===== src/rtl/timer_pkg.sv =====
// Shared command encodings and channel state type for the countdown timer bank.
package timer_pkg;

  localparam logic [1:0] OP_LOAD_START = 2'd0;
  localparam logic [1:0] OP_PAUSE      = 2'd1;
  localparam logic [1:0] OP_RESUME     = 2'd2;
  localparam logic [1:0] OP_STOP       = 2'd3;

  typedef enum logic [1:0] {
    ST_IDLE   = 2'd0,
    ST_RUN    = 2'd1,
    ST_PAUSED = 2'd2,
    ST_DONE   = 2'd3
  } ch_state_t;

endpackage


===== src/rtl/tick_prescaler.sv =====
// Free-running divider: tick is high for one cycle out of every PRESCALE.
// tick decodes the terminal count directly; no backpressure, never stalls.
module tick_prescaler #(
  parameter int PRESCALE = 100_000_000
) (
  input  logic clk,
  input  logic reset,
  output logic tick
);

  localparam int CW = (PRESCALE > 1) ? $clog2(PRESCALE) : 1;
  localparam logic [CW-1:0] LAST = CW'(PRESCALE - 1);

  logic [CW-1:0] cnt_q;

  always_ff @(posedge clk or negedge reset) begin
    if (!reset) begin
      cnt_q <= '0;
    end else if (cnt_q == LAST) begin
      cnt_q <= '0;
    end else begin
      cnt_q <= cnt_q + 1'b1;
    end
  end

  // Gated by reset so a PRESCALE of 1 still reads 0 while held in reset.
  assign tick = reset && (cnt_q == LAST);

endmodule


===== src/rtl/countdown_timer_bank.sv =====
// Bank of NUM_TIMERS countdown channels sharing one prescaled tick; outputs update on
// the edge that consumes a command or tick. Commands are always accepted (no backpressure).
module countdown_timer_bank
  import timer_pkg::*;
#(
  parameter int NUM_TIMERS = 2,
  parameter int TIMER_BITS = 6,
  parameter int MAX_TIME   = 30,
  parameter int PRESCALE   = 100_000_000,
  parameter int CH_BITS    = (NUM_TIMERS > 1) ? $clog2(NUM_TIMERS) : 1
) (
  input  logic                             clk,
  input  logic                             reset,
  input  logic                             cmd_valid,
  input  logic [CH_BITS-1:0]               cmd_ch,
  input  logic [1:0]                       cmd_op,
  input  logic [TIMER_BITS-1:0]            cmd_value,
  input  logic                             cmd_auto,
  output logic                             tick,
  output logic [NUM_TIMERS-1:0]            running,
  output logic [NUM_TIMERS-1:0]            expired_pulse,
  output logic [NUM_TIMERS-1:0]            expired,
  output logic [NUM_TIMERS*TIMER_BITS-1:0] time_flat
);

  localparam logic [TIMER_BITS-1:0] MAX_V = TIMER_BITS'(MAX_TIME);
  localparam logic [TIMER_BITS-1:0] ONE_V = TIMER_BITS'(1);

  logic [TIMER_BITS-1:0] load_val;

  assign load_val = (cmd_value == '0) ? MAX_V : cmd_value;

  tick_prescaler #(.PRESCALE(PRESCALE)) u_prescaler (
    .clk   (clk),
    .reset (reset),
    .tick  (tick)
  );

  for (genvar i = 0; i < NUM_TIMERS; i++) begin : g_ch
    ch_state_t             st_q, st_d;
    logic [TIMER_BITS-1:0] val_q, val_d;
    logic [TIMER_BITS-1:0] rel_q, rel_d;
    logic                  auto_q, auto_d;
    logic                  exp_q, exp_d;
    logic                  pls_q, pls_d;
    logic                  hit;

    // Out-of-range channel indices never match any channel.
    assign hit = cmd_valid && (cmd_ch == CH_BITS'(i));

    always_comb begin
      st_d   = st_q;
      val_d  = val_q;
      rel_d  = rel_q;
      auto_d = auto_q;
      exp_d  = exp_q;
      pls_d  = 1'b0;
      // A command on this channel takes priority over a coincident tick.
      if (hit) begin
        case (cmd_op)
          OP_LOAD_START: begin
            val_d  = load_val;
            rel_d  = load_val;
            auto_d = cmd_auto;
            st_d   = ST_RUN;
            exp_d  = 1'b0;
          end
          OP_PAUSE:  if (st_q == ST_RUN)    st_d = ST_PAUSED;
          OP_RESUME: if (st_q == ST_PAUSED) st_d = ST_RUN;
          default: begin
            st_d  = ST_IDLE;
            val_d = MAX_V;
            exp_d = 1'b0;
          end
        endcase
      end else if (tick && st_q == ST_RUN) begin
        if (val_q > ONE_V) begin
          val_d = val_q - ONE_V;
        end else if (val_q == ONE_V) begin
          pls_d = 1'b1;
          exp_d = 1'b1;
          if (auto_q) begin
            val_d = rel_q;
          end else begin
            val_d = '0;
            st_d  = ST_DONE;
          end
        end
      end
    end

    always_ff @(posedge clk or negedge reset) begin
      if (!reset) begin
        st_q   <= ST_IDLE;
        val_q  <= MAX_V;
        rel_q  <= MAX_V;
        auto_q <= 1'b0;
        exp_q  <= 1'b0;
        pls_q  <= 1'b0;
      end else begin
        st_q   <= st_d;
        val_q  <= val_d;
        rel_q  <= rel_d;
        auto_q <= auto_d;
        exp_q  <= exp_d;
        pls_q  <= pls_d;
      end
    end

    assign running[i]       = (st_q == ST_RUN);
    assign expired[i]       = exp_q;
    assign expired_pulse[i] = pls_q;
    assign time_flat[i*TIMER_BITS +: TIMER_BITS] = val_q;
  end

endmodule


===== config.mk =====
export PLATFORM = sky130hd
export DESIGN_NAME = countdown_timer_bank
export DESIGN_NICKNAME = d
export VERILOG_FILES = /design/src/rtl/timer_pkg.sv /design/src/rtl/tick_prescaler.sv /design/src/rtl/countdown_timer_bank.sv
export SDC_FILE = /design/constraint.sdc
export NUM_CORES = 1
export LEC_CHECK = 0
export CAP_MARGIN = 20
export CORE_MARGIN = 5
export CORE_UTILIZATION = 47
export CTS_CLUSTER_SIZE = 20
export DETAILED_ROUTE_END_ITERATION = 8
export PLACE_DENSITY = 0.73
export SLEW_MARGIN = 40
export SYNTH_ARGS = -nofsm -noshare
export SYNTH_HDL_FRONTEND = slang
export SYNTH_SLANG_ARGS = --single-unit

===== constraint.sdc =====
create_clock -name clk -period 2.6 [get_ports clk]
set_clock_uncertainty 0.1 [all_clocks]
set_input_delay 0.39 -clock clk [delete_from_list [all_inputs] [get_ports clk]]
set_output_delay 0.39 -clock clk [all_outputs]
set_load 0.1 [all_outputs]

Yosys cells after proc, flatten, opt, wreduce, memory -nomap -nowiden. Index checks and enable logic that the tools add are counted.

Bitwise logic cells: 1. Shift-type cells: 0. Add/sub/neg operators: 3. Muxes and demuxes: 46. Div/mod/pow operators: 0. $mul: 0. Magnitude comparators: 2. Equality and inequality tests: 19. Reduce and logical (&&, ||, !) cells: 22.

Operator list (count): two-way mux 6 bit (11); two-way mux 2 bit (14); adder 27 x 1 -> 27 bit (second input constant) (1); == test 27 bit (second input constant) (1); two-way mux 27 bit (1); two-way mux 1 bit (17); == test 6 x 1 -> 1 bit (second input constant) (2); greater-than comparator 6 x 1 -> 1 bit (second input constant) (2); inequality test 3 bit (second input constant) (4); case mux 2 bit (3 select lines) (2); case mux 6 bit (2 select lines) (1); AND reduction 6 bit (2); subtractor 6 x 1 -> 6 bit (second input constant) (2); inequality test 2 bit (second input constant) (4); AND reduction 4 bit (2); nonzero test 2 bit (4); == test 2 x 1 -> 1 bit (second input constant) (3); == test 2 bit (second input constant) (3); zero test 6 bit (1); AND reduction 3 bit (2); nonzero test 3 bit (2); logical AND 1 bit (5); inequality test 2 x 1 -> 1 bit (second input constant) (2); AND reduction 2 bit (2); other kinds (3) (3).

Bits of input ports: 13. Bits in latches: 0. Word-level logic and storage cells: 106. Memory bits (read-only): 0. Output and inout port bits: 19. Register bits after elaboration: 61. Memories kept: 0. Bits in writable memories: 0.

Logic depth before layout (Yosys ltp).
Word-level depth: 5. Mapped depth: 7. Gate-level depth less buffers: 7.

Modules after synthesis. Synthesis repeated with hierarchy kept, for this count alone.

Cells, all modules: 369. Area, all modules: 3473.3 um^2.

Modules (own cells, without submodules): countdown_timer_bank (cells each 232, area each 2069.5 um^2, times used 1); tick_prescaler (cells each 137, area each 1403.8 um^2, times used 1).

Least setup slack after synthesis. Ideal clock, no wire load.

Path kind: reg2out. From: register u_prescaler.cnt_q[0]. To: output port tick. Cell stages (with the launch flop): 6. Setup slack: -194 ps. Data arrival time: 2304 ps. Cells stage by stage: dfrtp_1 ha_1 nand3_1 or2_2 nor4_1 and2_1.

Word-level cells in the longest chain between the ends: 2.

Ends and longest elaborated chain: start: declaration (RTL line tick_prescaler.sv:14) `logic [CW-1:0] cnt_q;`; start signal: assignment (RTL line tick_prescaler.sv:22) `cnt_q <= cnt_q + 1'b1;`; == test 27 bit (RTL line tick_prescaler.sv:27) `assign tick = reset && (cnt_q == LAST);`; logical AND 1 bit (RTL line tick_prescaler.sv:27); end: declaration (RTL line countdown_timer_bank.sv:19) `output logic tick,`.

Every way passes these cells.

Final worst setup path.
From: register u_prescaler.cnt_q[1]. To: output port tick.

The elaborated chain is that of the path after synthesis.

==> flow_summary_export.csv <==
group,metric,value,unit
outcome,status,"complete, no violations",
synthesis,synth-adder-area-share,0.0298,
pwr,ir_drop,0.752,mV
floorplanning,row_count,30,
placement,dp_slack,0.0926,ns
layout,area_growth,20.6,%
floorplanning,core-area,0.00687,sq mm
floorplanning,die-width,94.5,um
floorplanning,start_util,0.489,
timing,fin_ws,0.0663,ns
timing,tightest_slew,0.672,ns
worst_setup_path,worst-endpoint-arrival,2.04,ns
placement,place.gp.congestion,0.836,
drt,finalWirelength,7.68,mm
clocking,clock_sinks,61,
layout,design_area,0.00405,sq mm
timing,hold_ws,0.376,ns
synthesis,synth_async_sr_flop_share,1.00,
timing,finalHoldViolations,0,
drt,wl_per_cell,15.4,um
timing,fin_setup_tns,0,ns
clocking,cts-root-buf,"clkbuf_8",
clocking,numCtsBuffers,9,
timing,timing.fmax,395,MHz
floorplanning,pin_count,32,
placement,port_buffers,31,
grt,grt_use_met1,0.264,
synthesis,ys_ff_latch,61,
layout,drive_above_1_share,0.220,
grt,antenna_found_initial,0,
synthesis,syn_avg_cell_area,9.54,sq um
drt,via_count,2779,
grt,grt_use_met2,0.274,
synthesis,synth_warnings,0,
synthesis,yosysTopAreaCell,"dfrtp_1",
floorplanning,dieArea,0.00894,sq mm
pwr,power_density,886,mW/mm^2
grt,grt.overflow.total,0,
worst_setup_path,crit_chain,"ha_2 > nand3_2 > buf_6 > or2_4 > nor4_4 > and2_4 > buf_12",
synthesis,synthSimpleGateAreaFrac,0.244,
job,drv_cap,0,
grt,busiest_layer,"met2",
clocking,cts_tree,"yes",
synthesis,synth_mux_area_frac,0.0399,
synthesis,synthXorXnorAreaFrac,0.0808,
synthesis,yosysSeqAreaShare,0.461,
min_path,min_path_type,"flop to flop",
timing,report.final.slew_viol_count,0,
synthesis,synth_top_area_frac,0.335,
worst_setup_path,cp-end-kind,"output port",
synthesis,synth_top_family_by_area,"simple AND/OR/NAND/NOR gates",
worst_setup_path,path_class,"flop to output port",
synthesis,synth-compound-area-share,0.110,
clocking,clkLatencyLatePin,0.34,ns
layout,final_cell_mix,"45 x nor2_1, 44 x dfrtp_1, 37 x buf_4",
synthesis,ys_top_cells_by_area,"dfrtp_1 34%, dfstp_2 13%, xor2_1 5.7%",
worst_setup_path,worstSetupStartpointType,"flop",
synthesis,synth.distinct_cells,50,
timing,finalSetupViolCount,0,
grt,grt_pass1_vias,2746,
drt,postRouteAntennaNets,0,
drt,drt_iter0_markers,195,
layout,layout_commonest_cell,"nor2_1",
clocking,ctsLongestPathBuffers,2,
layout,layout.nets,420,
synthesis,syn_inst,352,
layout,num_antenna_cells,0,
worst_setup_path,crit_fanout,4,
synthesis,ys.flop_type,"dfrtp_1",
synthesis,synth_fp_nets,373,
worst_setup_path,cp_slowest_stage_delay,0.36,ns
synthesis,synth.cell_area,0.00336,sq mm
drt,vias_per_cell,5.56,
pwr,power,3590,uW
timing,period_share,0.975,
grt,grtUsageTotal,0.186,
floorplanning,die_h,94.5,um
clocking,cts-htree-levels,3,
pwr,power.leakage,0.00182,uW
grt,grt_start_max_net_pins,55,
drt,dr.pass1.iters,4,
drt,drc,0,
placement,dpl-instance-area,0.00378,sq mm
timing,min_period,2.53,ns
placement,hpwl,5.43,mm
grt,grt_pass1_wl,13.0,mm
grt,grtUsageMet3,0.0422,
worst_setup_path,required,2.11,ns
clocking,clk_pin_slew,0.07,ns
worst_setup_path,cp_num_buf_inv,2,
worst_setup_path,cp_top_family,"simple AND/OR/NAND/NOR gates",
synthesis,synth_edf_count,0,
timing,slew_headroom,0.552,
worst_setup_path,slowest_stage,"dfrtp_1",
## area by class of cell
type / count / area [sq um]
inverter: 8 / 30.0
clock inverter: 1 / 30.0
clock buffer: 15 / 166
multi-input combinational: 267 / 1720
sequential: 61 / 1550
tap: 96 / 120
timing repair buffer: 52 / 434
fill: 582 / 2820
## where the power goes
group          total [uW]  internal, uW  switching [uW]
clock network         856           498             358
logic                1410           414             997
registers            1320          1150             170
total                3590          2060            1530
## flip-flops by register name, indices dropped and copies added, names as in the netlist
name	count
g_ch.pls_q	2
g_ch.val_q	12
g_ch.auto_q	2
g_ch.rel_q	12
u_prescaler.cnt_q	27
g_ch.exp_q	2
g_ch.st_q	4
## cells in the mapped netlist (3+ instances only)
cell,count
a21oi_1,10
a31oi_1,6
a32oi_1,3
and3_1,6
and4_1,5
buf_4,5
clkbuf_1,10
dfrtp_1,45
dfstp_2,16
ha_1,8
inv_1,8
mux2_2,7
mux2_4,3
nand2_1,35
nand3_1,22
nand4_1,11
nor2_1,45
nor2b_1,6
nor3_1,7
nor4_1,8
o21ai_0,15
or4_1,3
xnor2_1,9
xor2_1,22
## timing repair
item                                    4_1_cts  5_1_grt
pin swaps                                     1        3
endpoints found under the hold margin        11        0
resized for setup                             4        3
endpoints found under the setup margin        1        1
setup buffers                                 2        2
hold buffers                                  1        0
## final timing paths
check / start / endpoint / slack [ns] / cells after the start
hold / removal: g_ch[0].rel_q[1]$_DFFE_PN1P_ / g_ch[0].rel_q[1]$_DFFE_PN1P_ / 0.38 / 2
max in group asynchronous: reset / g_ch[0].val_q[0]$_DFFE_PN0P_ / 1.02 / 4
min in group asynchronous: reset / u_prescaler.cnt_q[16]$_DFF_PN0_ / 0.44 / 3
hold reg to reg: g_ch[0].rel_q[1]$_DFFE_PN1P_ / g_ch[0].rel_q[1]$_DFFE_PN1P_ / 0.38 / 2
setup reg to reg: u_prescaler.cnt_q[4]$_DFF_PN0_ / g_ch[0].val_q[3]$_DFFE_PN1P_ / 0.12 / 5
setup / recovery: u_prescaler.cnt_q[1]$_DFF_PN0_ / tick / 0.07 / 7
## through the flow
stage,utilization,instances
3_3_place_gp,0.551,479
3_5_place_dp,0.551,479
5_1_grt,0.590,500
6_report,0.590,500
4_1_cts,0.586,498
2_1_floorplan,-,352
## cell families after synthesis
logic type,count (synthesis)
compound gates,54
fa+ha+maj,8
flops,61
simple gates,163
buf+inv,24
mux,11
xor+xnor,31
## tightest hold or removal path, cell delays in order, from the launching register on
cell     delay [ns]
dfstp_2        0.37
nand2_1        0.04
o21ai_0        0.06
## per-layer routing
metal	vias to the layer above	routed length, um
met3	9	371
li1	1349	-
met5	-	0
met2	67	3450
met4	0	111
met1	1354	3740
No activity file was read; power rests on OpenSTA's default activity.
